## config.mk

```make
export PLATFORM = sky130hd
export DESIGN_NAME = decode_queue
export DESIGN_NICKNAME = d
export VERILOG_FILES = /design/src/rtl/decode_queue.sv
export SDC_FILE = /design/constraint.sdc
export NUM_CORES = 1
export LEC_CHECK = 0
export ABC_AREA = 0
export BUFFER_PORTS_ARGS = -buffer_cell sky130_fd_sc_hd__buf_2
export CAP_MARGIN = 20
export CORE_ASPECT_RATIO = 1.25
export CORE_UTILIZATION = 40
export CTS_CLUSTER_SIZE = 12
export DETAILED_ROUTE_END_ITERATION = 10
export PLACE_DENSITY = 0.58
export SLEW_MARGIN = 20
export SYNTH_ARGS = -nofsm -noshare
export SYNTH_HDL_FRONTEND = slang
export SYNTH_SLANG_ARGS = --single-unit
```

## constraint.sdc

```tcl
create_clock -name clk -period 8.98 [get_ports clk]
set_input_delay 1.796 -clock clk [delete_from_list [all_inputs] [get_ports clk]]
set_output_delay 1.796 -clock clk [all_outputs]
set_load 0.05 [all_outputs]
```

## src/rtl/decode_queue.sv

```systemverilog
// decode_queue: decodes each incoming RV32I(+custom I/O) instruction and
// stores the decoded fields in a DEPTH-entry circular buffer.
// Optional build macro: DECODE_QUEUE_MULDIV_EN adds the M-extension operators.
// Ports:
//   clk, rst (async active-high), flush
//   in_valid/in_ready, in_instruction, in_pc       -- raw instruction input
//   out_valid/out_ready, out_pc, out_rs1/rs2/rd_address, out_imm,
//   out_alu_operator, out_operand1_src, out_operand2_src, out_pc_operand1_src,
//   out_next_pc_src, out_reg_write_data_src, side-effect enables, out_illegal
// Select encodings:
//   operand1_src    0=RS1 1=PC 2=ZERO
//   operand2_src    0=RS2 1=IMM
//   pc_operand1_src 0=PC  1=RS1 (jump/branch target base)
//   next_pc_src     0=PC+4 1=branch if ALU zero 2=branch if ALU nonzero 3=jump
//   reg_write_data_src 0=ALU 1=RAM 2=PC+4 3=STDIN
module decode_queue #(
    parameter int DEPTH = 2,
    parameter int CNT_W = $clog2(DEPTH + 1)
) (
    input  logic        clk,
    input  logic        rst,
    input  logic        flush,
    input  logic        in_valid,
    output logic        in_ready,
    input  logic [31:0] in_instruction,
    input  logic [31:0] in_pc,
    output logic        out_valid,
    input  logic        out_ready,
    output logic [31:0] out_pc,
    output logic [4:0]  out_rs1_address,
    output logic [4:0]  out_rs2_address,
    output logic [4:0]  out_rd_address,
    output logic [31:0] out_imm,
    output logic [4:0]  out_alu_operator,
    output logic [1:0]  out_operand1_src,
    output logic [2:0]  out_operand2_src,
    output logic        out_pc_operand1_src,
    output logic [1:0]  out_next_pc_src,
    output logic [1:0]  out_reg_write_data_src,
    output logic        out_reg_write_enable,
    output logic        out_ram_write_enable,
    output logic        out_stdin_read_enable,
    output logic        out_stdout_write_enable,
    output logic        out_illegal
);
    localparam int PTR_W = (DEPTH > 1) ? $clog2(DEPTH) : 1;
    localparam logic [PTR_W-1:0] LAST_PTR  = PTR_W'(DEPTH - 1);
    localparam logic [CNT_W-1:0] FULL_CNT  = CNT_W'(DEPTH);

    localparam logic [6:0] OP_LUI    = 7'b0110111;
    localparam logic [6:0] OP_AUIPC  = 7'b0010111;
    localparam logic [6:0] OP_JAL    = 7'b1101111;
    localparam logic [6:0] OP_JALR   = 7'b1100111;
    localparam logic [6:0] OP_BRANCH = 7'b1100011;
    localparam logic [6:0] OP_LOAD   = 7'b0000011;
    localparam logic [6:0] OP_STORE  = 7'b0100011;
    localparam logic [6:0] OP_IMM    = 7'b0010011;
    localparam logic [6:0] OP_REG    = 7'b0110011;
    localparam logic [6:0] OP_IO     = 7'b0001011;

    localparam logic [4:0] ALU_ADD  = 5'd0;
    localparam logic [4:0] ALU_SUB  = 5'd1;
    localparam logic [4:0] ALU_XOR  = 5'd2;
    localparam logic [4:0] ALU_OR   = 5'd3;
    localparam logic [4:0] ALU_AND  = 5'd4;
    localparam logic [4:0] ALU_SLL  = 5'd5;
    localparam logic [4:0] ALU_SRL  = 5'd6;
    localparam logic [4:0] ALU_SRA  = 5'd7;
    localparam logic [4:0] ALU_SLT  = 5'd8;
    localparam logic [4:0] ALU_SLTU = 5'd9;

    localparam logic [1:0] SRC1_RS1  = 2'd0;
    localparam logic [1:0] SRC1_PC   = 2'd1;
    localparam logic [1:0] SRC1_ZERO = 2'd2;
    localparam logic [2:0] SRC2_RS2  = 3'd0;
    localparam logic [2:0] SRC2_IMM  = 3'd1;
    localparam logic [1:0] NPC_SEQ   = 2'd0;
    localparam logic [1:0] NPC_BZ    = 2'd1;
    localparam logic [1:0] NPC_BNZ   = 2'd2;
    localparam logic [1:0] NPC_JUMP  = 2'd3;
    localparam logic [1:0] WB_ALU    = 2'd0;
    localparam logic [1:0] WB_RAM    = 2'd1;
    localparam logic [1:0] WB_PC4    = 2'd2;
    localparam logic [1:0] WB_STDIN  = 2'd3;

    typedef struct packed {
        logic [31:0] pc;
        logic [4:0]  rs1;
        logic [4:0]  rs2;
        logic [4:0]  rd;
        logic [31:0] imm;
        logic [4:0]  alu;
        logic [1:0]  op1;
        logic [2:0]  op2;
        logic        pc_op1;
        logic [1:0]  next_pc;
        logic [1:0]  wb;
        logic        reg_we;
        logic        ram_we;
        logic        stdin_re;
        logic        stdout_we;
        logic        illegal;
    } entry_t;

    entry_t            mem [DEPTH];
    entry_t            dec;
    entry_t            head_e;
    logic [PTR_W-1:0]  head, tail;
    logic [CNT_W-1:0]  count;
    logic              push, pop, bad;

    logic [6:0]  opcode;
    logic [2:0]  funct3;
    logic [6:0]  funct7;
    logic [31:0] imm_i, imm_iz, imm_s, imm_b, imm_j, imm_u;

    assign opcode = in_instruction[6:0];
    assign funct3 = in_instruction[14:12];
    assign funct7 = in_instruction[31:25];
    assign imm_i  = {{20{in_instruction[31]}}, in_instruction[31:20]};
    assign imm_iz = {20'b0, in_instruction[31:20]};
    assign imm_s  = {{20{in_instruction[31]}}, in_instruction[31:25], in_instruction[11:7]};
    assign imm_b  = {{19{in_instruction[31]}}, in_instruction[31], in_instruction[7],
                     in_instruction[30:25], in_instruction[11:8], 1'b0};
    assign imm_j  = {{11{in_instruction[31]}}, in_instruction[31], in_instruction[19:12],
                     in_instruction[20], in_instruction[30:21], 1'b0};
    assign imm_u  = {in_instruction[31:12], 12'b0};

    // funct3 -> operator for the shared OP / OP-IMM table (funct7 variants handled by caller)
    function automatic logic [4:0] base_alu(input logic [2:0] f3);
        case (f3)
            3'b000:  base_alu = ALU_ADD;
            3'b001:  base_alu = ALU_SLL;
            3'b010:  base_alu = ALU_SLT;
            3'b011:  base_alu = ALU_SLTU;
            3'b100:  base_alu = ALU_XOR;
            3'b101:  base_alu = ALU_SRL;
            3'b110:  base_alu = ALU_OR;
            default: base_alu = ALU_AND;
        endcase
    endfunction

    always_comb begin
        dec     = '0;
        bad     = 1'b0;
        dec.pc  = in_pc;
        dec.rs1 = in_instruction[19:15];
        dec.rs2 = in_instruction[24:20];
        dec.rd  = in_instruction[11:7];
        case (opcode)
            OP_LUI: begin
                dec.imm = imm_u; dec.op1 = SRC1_ZERO; dec.op2 = SRC2_IMM; dec.reg_we = 1'b1;
            end
            OP_AUIPC: begin
                dec.imm = imm_u; dec.op1 = SRC1_PC; dec.op2 = SRC2_IMM; dec.reg_we = 1'b1;
            end
            OP_JAL: begin
                dec.imm = imm_j; dec.next_pc = NPC_JUMP; dec.wb = WB_PC4; dec.reg_we = 1'b1;
            end
            OP_JALR: begin
                dec.imm = imm_i; dec.pc_op1 = 1'b1; dec.next_pc = NPC_JUMP;
                dec.wb = WB_PC4; dec.reg_we = 1'b1;
                bad = (funct3 != 3'b000);
            end
            OP_BRANCH: begin
                dec.imm = imm_b;
                case (funct3)
                    3'b000:  begin dec.alu = ALU_SUB;  dec.next_pc = NPC_BZ;  end
                    3'b001:  begin dec.alu = ALU_SUB;  dec.next_pc = NPC_BNZ; end
                    3'b100:  begin dec.alu = ALU_SLT;  dec.next_pc = NPC_BNZ; end
                    3'b101:  begin dec.alu = ALU_SLT;  dec.next_pc = NPC_BZ;  end
                    3'b110:  begin dec.alu = ALU_SLTU; dec.next_pc = NPC_BNZ; end
                    3'b111:  begin dec.alu = ALU_SLTU; dec.next_pc = NPC_BZ;  end
                    default: bad = 1'b1;
                endcase
            end
            // memory is word-wide only: LW / SW
            OP_LOAD: begin
                dec.imm = imm_i; dec.op2 = SRC2_IMM; dec.wb = WB_RAM; dec.reg_we = 1'b1;
                bad = (funct3 != 3'b010);
            end
            OP_STORE: begin
                dec.imm = imm_s; dec.op2 = SRC2_IMM; dec.ram_we = 1'b1;
                bad = (funct3 != 3'b010);
            end
            OP_IMM: begin
                dec.op2 = SRC2_IMM; dec.reg_we = 1'b1; dec.alu = base_alu(funct3);
                dec.imm = imm_i;
                case (funct3)
                    3'b001: begin dec.imm = imm_iz; bad = (funct7 != 7'b0000000); end
                    3'b011: dec.imm = imm_iz;
                    3'b101: begin
                        dec.imm = imm_iz;
                        if (funct7 == 7'b0100000) dec.alu = ALU_SRA;
                        else bad = (funct7 != 7'b0000000);
                    end
                    default: ;
                endcase
            end
            OP_REG: begin
                dec.reg_we = 1'b1;
                case (funct7)
                    7'b0000000: dec.alu = base_alu(funct3);
                    7'b0100000: begin
                        if (funct3 == 3'b000)      dec.alu = ALU_SUB;
                        else if (funct3 == 3'b101) dec.alu = ALU_SRA;
                        else                       bad = 1'b1;
                    end
`ifdef DECODE_QUEUE_MULDIV_EN
                    7'b0000001: dec.alu = 5'd10 + {2'b00, funct3};
`endif
                    default: bad = 1'b1;
                endcase
            end
            OP_IO: begin
                case (funct3)
                    3'b000:  begin dec.reg_we = 1'b1; dec.stdin_re = 1'b1; dec.wb = WB_STDIN; end
                    3'b001:  dec.stdout_we = 1'b1;
                    default: bad = 1'b1;
                endcase
            end
            default: bad = 1'b1;
        endcase
        // illegal entries carry a fixed, harmless field set rather than partial decode
        if (bad) begin
            dec.imm       = '0;
            dec.alu       = ALU_ADD;
            dec.op1       = SRC1_RS1;
            dec.op2       = SRC2_RS2;
            dec.pc_op1    = 1'b0;
            dec.next_pc   = NPC_SEQ;
            dec.wb        = WB_ALU;
            dec.reg_we    = 1'b0;
            dec.ram_we    = 1'b0;
            dec.stdin_re  = 1'b0;
            dec.stdout_we = 1'b0;
            dec.illegal   = 1'b1;
        end
    end

    function automatic logic [PTR_W-1:0] ptr_next(input logic [PTR_W-1:0] p);
        ptr_next = (p == LAST_PTR) ? '0 : p + 1'b1;
    endfunction

    assign in_ready  = (count < FULL_CNT);
    assign out_valid = (count != '0);
    assign push      = in_valid && in_ready && !flush;
    assign pop       = out_valid && out_ready && !flush;

    always_ff @(posedge clk or posedge rst) begin
        if (rst) begin
            count <= '0;
            head  <= '0;
            tail  <= '0;
            for (int i = 0; i < DEPTH; i++) mem[i] <= '0;
        end else if (flush) begin
            count <= '0;
            head  <= '0;
            tail  <= '0;
        end else begin
            if (push) begin
                mem[tail] <= dec;
                tail      <= ptr_next(tail);
            end
            if (pop) head <= ptr_next(head);
            if (push && !pop)      count <= count + 1'b1;
            else if (pop && !push) count <= count - 1'b1;
        end
    end

    assign head_e                  = mem[head];
    assign out_pc                  = head_e.pc;
    assign out_rs1_address         = head_e.rs1;
    assign out_rs2_address         = head_e.rs2;
    assign out_rd_address          = head_e.rd;
    assign out_imm                 = head_e.imm;
    assign out_alu_operator        = head_e.alu;
    assign out_operand1_src        = head_e.op1;
    assign out_operand2_src        = head_e.op2;
    assign out_pc_operand1_src     = head_e.pc_op1;
    assign out_next_pc_src         = head_e.next_pc;
    assign out_reg_write_data_src  = head_e.wb;
    assign out_reg_write_enable    = head_e.reg_we;
    assign out_ram_write_enable    = head_e.ram_we;
    assign out_stdin_read_enable   = head_e.stdin_re;
    assign out_stdout_write_enable = head_e.stdout_we;
    assign out_illegal             = head_e.illegal;

endmodule

```

== Yosys cells after proc, flatten, opt, wreduce, memory -nomap -nowiden ==
Index checks and enable logic that the tools add are counted.
Storage, ports and cells
  register bits: 202
  bits in latches: 0
  bits in writable memories: 0
  ROM bits: 0
  output and inout bits: 101
  logic and storage cells: 144
  memories: 0
Operators by class
  $add $sub $neg: 4
  multipliers: 0
  div/mod/pow operators: 0
  order comparisons: 4
  equal/unequal tests: 19
  shift operators: 0
  mux-type cells: 46
  bitwise operators: 3
  reductions and logical operators: 33
Operator list (number)
  2-to-1 mux 99 bit: 4
  bitwise mux 198 bit: 1
  one-hot mux 32 bit (6 select lines): 1
  demux 99 bit (select 1 bit): 1
  2-to-1 mux 52 bit: 1
  2-to-1 mux 32 bit: 1
  equality test 7 x 6 -> 1 bit, second input constant: 4
  one-hot mux 4 bit (7 select lines): 1
  equality test 7 bit, second input constant: 3
  2-to-1 mux 1 bit: 16
  one-hot mux 5 bit (3 select lines): 1
  equality test 7 x 5 -> 1 bit, second input constant: 2
  OR reduction 2 bit: 7
  equality test 3 bit, second input constant: 4
  one-hot mux 2 bit (2 select lines): 3
  one-hot mux 4 bit (3 select lines): 1
  OR reduction 3 bit: 4
  2-to-1 mux 5 bit: 2
  one-hot mux 5 bit (2 select lines): 1
  2-to-1 mux 3 bit: 3
  2-to-1 mux 2 bit: 4
  equality test 7 x 2 -> 1 bit, second input constant: 1
  equality test 7 x 4 -> 1 bit, second input constant: 1
  logical AND 1 bit: 7
  other kinds (24): 35

== Longest topological paths before layout ==
Gate-level depths: netlist (run 1).
  word-level depth: 8
  gate-level depth with buffers: 10

== Worst setup path before layout (run 1) ==
OpenSTA, ideal clock, no wires.
  path type: register to output
  from: reg head
  to: out out_pc[0]
  data arrival time: 1.685 ns
  required time: 7.184 ns
  path slack: 5.499 ns
  cell stages (with the launch flop): 5
  cell sequence: dfrtp_1 > clkbuf_1 > clkbuf_1 > clkbuf_1 > mux2_2
On the way
  longest elaborated chain between the ends: 4
RTL lines
  start: declaration: RTL line 108  | logic [PTR_W-1:0] head, tail;
  start signal: assignment: RTL line 265  | if (pop) head <= ptr_next(head);
  inverter 1 -> 2 bit (not written as such): RTL line 271  | assign head_e = mem[head];
  2-to-1 mux 99 bit (not written as such) (3 in series): RTL line 271
  end: declaration: RTL line 29  | output logic [31:0] out_pc,
Every way passes these cells. The select of a mux whose other input is x is not followed.

== Worst setup path after layout (run 1) ==
  from: reg head
  to: out out_imm[0]
On the way
  longest elaborated chain between the ends: 4
RTL lines
  inverter 1 -> 2 bit (not written as such): RTL line 271
  2-to-1 mux 99 bit (not written as such) (3 in series): RTL line 271
  end: declaration: RTL line 33  | output logic [31:0] out_imm,
Every way passes these cells. The select of a mux whose other input is x is not followed.

==> flow_summary.yaml, run 1 <==
floorplan:
  placement_rows: 62
  io-pin-count: 170
  die_w_microns: 140
  die_h_microns: 174
  die-area_sq_mm: 0.0243
  start_util: 0.410
  core_sq_mm: 0.0231
finish:
  syn_to_final_growth_pct: 16.5
  antennaDiodeCount: 0
  multi_input_area_sq_mm: 0.00425
  nets: 1148
  fin_cells: 1375
  fillers: 2239
  regArea_sq_mm: 0.00491
  drive_above_1_share: 0.304
  utilization: 0.477
setup_path:
  reg2reg_from: "count[1]$_DFFE_PP0P_"
  critPathKind: "flip-flop to output pin"
  required_ns: 7.18
  reg2reg_slack_ns: 5.86
  r2r-end: "mem[132]$_DFFE_PP0P_"
  path_max_fanout: 64
  worstRegToRegCells: 5
  arrival_ns: 2.73
  setup.worst_path.start_class: "flip-flop"
  endpoint_kind: "output pin"
placement:
  port_buffers: 166
  place_inst: 1342
  dpl.hpwl_microns: 15800
  preCtsSetupSlack_ns: 4.49
  place_congestion: 0.868
synthesis:
  synth_commonest_cells: "nand2_1 (333), dfrtp_1 (196), mux2_2 (96)"
  yosysWarningCount: 0
  synth_seq_cells: 196
  syn_inst: 946
  async_reset_ff_frac: 1.00
  synth_top_area_share: 0.518
  synth-main-ff-cell: "dfrtp_1"
  syn_area_sq_mm: 0.00947
  synth_area_leaders: "dfrtp_1 (52%), nand2_1 (13%), mux2_2 (11%)"
  ys_types: 60
  synth_edf_count: 0
  yosysMostFrequentCell: "nand2_1"
  synth_top_area_cell: "dfrtp_1"
  avgSynthCellArea_sq_um: 10.0
  yosysSeqAreaShare: 0.518
min_path:
  holdCritStartpoint: "mem[98]$_DFFE_PP0P_"
  hold_class: "flip-flop to flip-flop"
  min_to: "mem[98]$_DFFE_PP0P_"
  worstHoldPathCells: 2
route:
  routed_via_density: 5.30
  via_count: 7288
  dr.first_iter.drc_count: 527
  ant_nets: 0
  wl_per_cell_microns: 18.2
  drc: 0
  wirelength_microns: 25000
  first_pass_iters: 4
pwr:
  p_leak_nw: 5.80
  irDropWorstVdd_uv: 146
  power_density_mw_per_mm2: 215
clock_network:
  cts_resized: 0
  cts_max_level: 4
  cts-root-buf: "clkbuf_16"
  clockBufferDepth: 2
  cts_made_buffers: 17
  tritoncts: "built"
  clk_pin_slew_ns: 0.07
  post_cts_buffers: 0
  worstSkewPairLatency_ns: 0.43
  postCtsHoldBufs: 0
  clock-sinks: 196
grt:
  grt_pass1_vias: 7185
  antenna_found_initial: 1
  overflow: 0
  grt_max_degree: 122
  grt_pass1_wl_microns: 40300
  track_usage: 0.214
flow_run:
  drv_cap: 0
sta:
  clock_skew_ns: 0.00822
  layout_min_cycle_time_ns: 4.53
  finalMaxSlewViolations: 0
  hold_viol: 0
  tightest_slew_ns: 1.09
  slew_headroom: 0.269
  max_freq_mhz: 221
  min_period_over_period: 0.504
  rsz0062_at_grt: "no"
  setup_viol: 0
  timing.final.ws_setup_ns: 4.45
  tns_ns: 0
outcome:
  status: "finished, final reports clean"
metrics by stage:
stage	hold WS (ns)	area, sq um	total power, W
2_1_floorplan	0.438	9470	0.00150
3_5_place_dp	0.456	10400	0.00162
6_report	0.470	11000	0.00237
4_1_cts	0.475	11000	0.00240
5_1_grt	0.488	11000	0.00249
3_3_place_gp	0.452	10400	0.00162
logic make-up after synthesis:
group | synth area share
adder cells (fa/ha/maj) | 0.00661
XOR/XNOR | 0.00185
flip-flops | 0.518
AO/OA/AOI/OAI | 0.140
AND/OR/NAND/NOR | 0.183
multiplexers | 0.114
other | 0.000396
buffers and inverters | 0.0363
power breakdown:
| part | switching (W) | total, W | internal [W] |
|---|---|---|---|
| sequential | 0.0000608 | 0.00106 | 0.000995 |
| combinational | 0.000389 | 0.000548 | 0.000159 |
| clock | 0.000356 | 0.000772 | 0.000416 |
| total | 0.000805 | 0.00237 | 0.00157 |
cell type report:
cell class | count | area share
clock inverter | 13 | 0.0132
sequential | 196 | 0.445
inverter | 8 | 0.00340
multi-input combinational | 677 | 0.385
tap | 288 | 0.0327
timing repair buffer | 174 | 0.0814
clock buffer | 19 | 0.0392
metal layers:
| layer | GRT usage | wire [microns] | up-vias | share of wire |
|---|---|---|---|---|
| met5 | 0 | 0 | - | 0 |
| met4 | 0.0650 | 414 | 0 | 0.017 |
| met3 | 0.0408 | 1150 | 24 | 0.046 |
| met2 | 0.337 | 11800 | 197 | 0.47 |
| met1 | 0.297 | 11700 | 3575 | 0.47 |
| li1 | - | - | 3492 | - |
worst max-delay path by stage:
stage / endpoint / from / slack [ns] / cells after the start
global placement: mem[135]$_DFFE_PP0P_ / in_valid / 4.57 / 6
CTS: out_rd_address[4] / head$_DFFE_PP0P_ / 4.40 / 3
finish: out_imm[0] / head$_DFFE_PP0P_ / 4.45 / 3
detailed placement: mem[148]$_DFFE_PP0P_ / in_valid / 4.49 / 6
floorplan: count[0]$_DFFE_PP0P_ / rst / 1.84 / 1
global route: out_imm[0] / head$_DFFE_PP0P_ / 4.34 / 3
placed cells by master (no fill, tap or decap), drive strengths merged, types with 2 or more instances in the layout:
| cell | n |
|---|---|
| conb | 3 |
| a32o | 9 |
| nand2 | 333 |
| clkbuf | 19 |
| nor2 | 22 |
| or2 | 3 |
| nand3 | 5 |
| bufinv | 2 |
| a21oi | 10 |
| nor3b | 2 |
| clkinv | 5 |
| and3b | 2 |
| dfrtp | 196 |
| o21ai | 26 |
| a21o | 21 |
| a31oi | 4 |
| buf | 174 |
| o41ai | 3 |
| o211ai | 2 |
| or3 | 4 |
| xor2 | 2 |
| nor3 | 13 |
| nand2b | 7 |
| ha | 5 |
| nor2b | 6 |
| a22o | 66 |
| mux2 | 96 |
| and2 | 3 |
| inv | 13 |
| o31ai | 10 |
| or4 | 2 |
flip-flops by register name, indices dropped and copies added (netlist names):
register  cells
head          1
tail          1
mem         192
count         2
critical path, stage by stage (launching register included):
cell and delay, ns:
dfrtp_4 0.75, buf_4 0.80, mux2_2 0.45, buf_2 0.22
Note: power is estimated with default switching activity, not from simulation.
==> run 2, diff against run 1 <==
--- a/config.mk
+++ b/config.mk
@@ -5,7 +5,7 @@
 export SDC_FILE = /design/constraint.sdc
 export NUM_CORES = 1
 export LEC_CHECK = 0
-export ABC_AREA = 0
+export ABC_AREA = 1
 export BUFFER_PORTS_ARGS = -buffer_cell sky130_fd_sc_hd__buf_2
 export CAP_MARGIN = 20
 export CORE_ASPECT_RATIO = 1.25
==> constraint.sdc (replaced) <==
create_clock -name clk -period 4.7 [get_ports clk]
set_input_delay 0.94 -clock clk [delete_from_list [all_inputs] [get_ports clk]]
set_output_delay 0.94 -clock clk [all_outputs]
set_load 0.05 [all_outputs]
==> run 2 against run 1 <==
Net effect: global-route usage rose by 1.2 points; sequential cell count did not move; first-iteration DRC count rose by 16%; sequential power rose by 120%; synthesized cell count rose by 40%; critical path type unchanged; critical endpoint is now out_imm[4].
==> flow_summary.yaml, run 2 <==
outcome:
  status: "finished, final reports clean"
clock_network:
  post_cts_buffers: 0
  tritoncts: "built"
  cts_resized: 0
  cts_max_level: 4
  cts_made_buffers: 17
  clockBufferDepth: 2
  clk_pin_slew_ns: 0.08
  cts-root-buf: "clkbuf_16"
  worstSkewPairLatency_ns: 0.43
  clock-sinks: 196
  postCtsHoldBufs: 0
finish:
  drive_above_1_share: 0.157
  fillers: 2495
  regArea_sq_mm: 0.00491
  nets: 1518
  fin_cells: 1783
  final_common_cell: "nand2_1"
  multi_input_area_sq_mm: 0.00412
  syn_to_final_growth_pct: 16.7
  final_cell_mix: "nand2_1 (640), dfrtp_1 (195), buf_2 (166)"
  reg_top3: "mem: 192 flops, count: 2 flops"
  top_register: "mem"
  largest_reg_flops: 192
pwr:
  irDropWorstVdd_uv: 258
  power_frac_comb: 0.373
  p_int_w: 0.00336
  clkPwrFrac: 0.248
  p_leak_nw: 6.42
  total_power_w: 0.00604
  netSwitchingFraction: 0.443
  power_frac_seq: 0.379
  power_density_mw_per_mm2: 533
  p_sw_w: 0.00268
synthesis:
  synth_top_area_share: 0.505
  syn_area_sq_mm: 0.00970
  avgSynthCellArea_sq_um: 7.31
  synth_seq_cells: 196
  yosysMostFrequentCell: "nand2_1"
  synth_top_area_cell: "dfrtp_1"
  ys_types: 26
  synth_commonest_cells: "nand2_1 (640), dfrtp_1 (196), o21ai_0 (130)"
  synth_edf_count: 0
  syn_inst: 1327
  synth_area_leaders: "dfrtp_1 (51%), nand2_1 (25%), o21ai_0 (6.7%)"
  synth-main-ff-cell: "dfrtp_1"
  yosysWarningCount: 0
  yosysSeqAreaShare: 0.505
  async_reset_ff_frac: 1.00
min_path:
  hold_class: "flip-flop to flip-flop"
  holdCritStartpoint: "mem[73]$_DFFE_PP0P_"
sta:
  timing.final.ws_setup_ns: 1.42
  clock_skew_ns: 0.00857
  rsz0062_at_grt: "no"
  max_freq_mhz: 305
  slew_headroom: 0.311
  finalMaxSlewViolations: 0
  hold_viol: 0
  layout_min_cycle_time_ns: 3.28
  setup_viol: 0
  tightest_slew_ns: 1.03
  min_period_over_period: 0.697
  tns_ns: 0
setup_path:
  path_max_fanout: 49
  endpoint_kind: "output pin"
  required_ns: 3.76
  reg2reg_from: "count[1]$_DFFE_PP0P_"
  cp-startpoint: "head$_DFFE_PP0P_"
  setup.worst_path.start_class: "flip-flop"
  critPathKind: "flip-flop to output pin"
  reg2reg_slack_ns: 2.31
  arrival_ns: 2.34
floorplan:
  die_w_microns: 141
  core_sq_mm: 0.0238
  die_h_microns: 176
  placement_rows: 63
  die-area_sq_mm: 0.0249
  start_util: 0.408
  io-pin-count: 170
placement:
  place_inst: 1749
  place_congestion: 0.864
  port_buffers: 166
  dpl.hpwl_microns: 17300
  preCtsSetupSlack_ns: 1.23
route:
  drc: 0
  wl_per_cell_microns: 15.2
  ant_nets: 0
  first_pass_iters: 5
  dr.first_iter.drc_count: 611
  wirelength_microns: 27100
  via_count: 8663
  routed_via_density: 4.86
grt:
  antenna_found_initial: 0
  grt_max_degree: 197
  grt_pass1_vias: 8294
  grt_pass1_wl_microns: 43700
  overflow: 0
  track_usage: 0.225
flow_run:
  drv_cap: 0
==> run 2: cell types whose count changed after synthesis, sizes merged, moves of 21 or more <==
| cell | delta |
|---|---|
| a22o | -66 |
| nand3 | +118 |
| mux2 | -96 |
| nand2 | +310 |
| inv | +75 |
| a21o | -21 |
| o21ai | +104 |
==> run 2: final cells by class <==
| type | instances | share of cell area |
|---|---|---|
| antenna | 1 | 0.000221 |
| clock buffer | 18 | 0.0388 |
| clock inverter | 14 | 0.0144 |
| inverter | 84 | 0.0283 |
| multi-input combinational | 967 | 0.364 |
| sequential | 196 | 0.434 |
| tap | 325 | 0.0359 |
| timing repair buffer | 178 | 0.0853 |
==> run 2: final timing paths <==
path	endpoint	depth (start not counted)
max	out_imm[4]	4
min in group asynchronous	count[0]$_DFFE_PP0P_	3
max reg2reg	mem[0]$_DFFE_PP0P_	9
max in group asynchronous	head$_DFFE_PP0P_	4
min	mem[73]$_DFFE_PP0P_	2
min reg2reg	mem[73]$_DFFE_PP0P_	2
==> run 2: power by group through the flow <==
| stage | clock network (W) | registers, W | logic (W) |
|---|---|---|---|
| CTS | 0.00153 | 0.00229 | 0.00227 |
| global route | 0.00160 | 0.00234 | 0.00246 |
| detailed placement | 0 | 0.00232 | 0.00227 |
| global placement | 0 | 0.00231 | 0.00225 |
| floorplan | 0 | 0.00225 | 0.00176 |
| finish | 0.00150 | 0.00229 | 0.00225 |
==> run 2: cell families after synthesis <==
| kind of cell | share of synthesized area |
|---|---|
| AND/OR/NAND/NOR | 0.338 |
| flip-flops | 0.505 |
| buffers and inverters | 0.0731 |
| AO/OA/AOI/OAI | 0.0754 |
| adder cells (fa/ha/maj) | 0.00645 |
| XOR/XNOR | 0.000903 |
| other | 0.000386 |
==> run 2: metal layers <==
metal	track usage	routed length, microns	vias to the layer above
met3	0.0415	1560	24
met4	0.0630	469	0
met1	0.292	12000	4044
li1	-	-	4373
met5	0	0	-
met2	0.384	13000	222
==> run 2: critical path, cell delays in order (launching register included) <==
cell and delay (ns):
dfrtp_4 0.68, buf_4 0.61, nand2_1 0.12, nand2_1 0.18
buf_2 0.30
==> run 2: per-stage QoR <==
step / area (sq um) / util / hold slack, ns
final: 11300 / 0.476 / 0.473
after global placement: 10700 / 0.449 / 0.454
after CTS: 11300 / 0.474 / 0.476
after floorplan: 9710 / - / 0.442
after detailed placement: 10700 / 0.449 / 0.458
after global routing: 11300 / 0.476 / 0.495
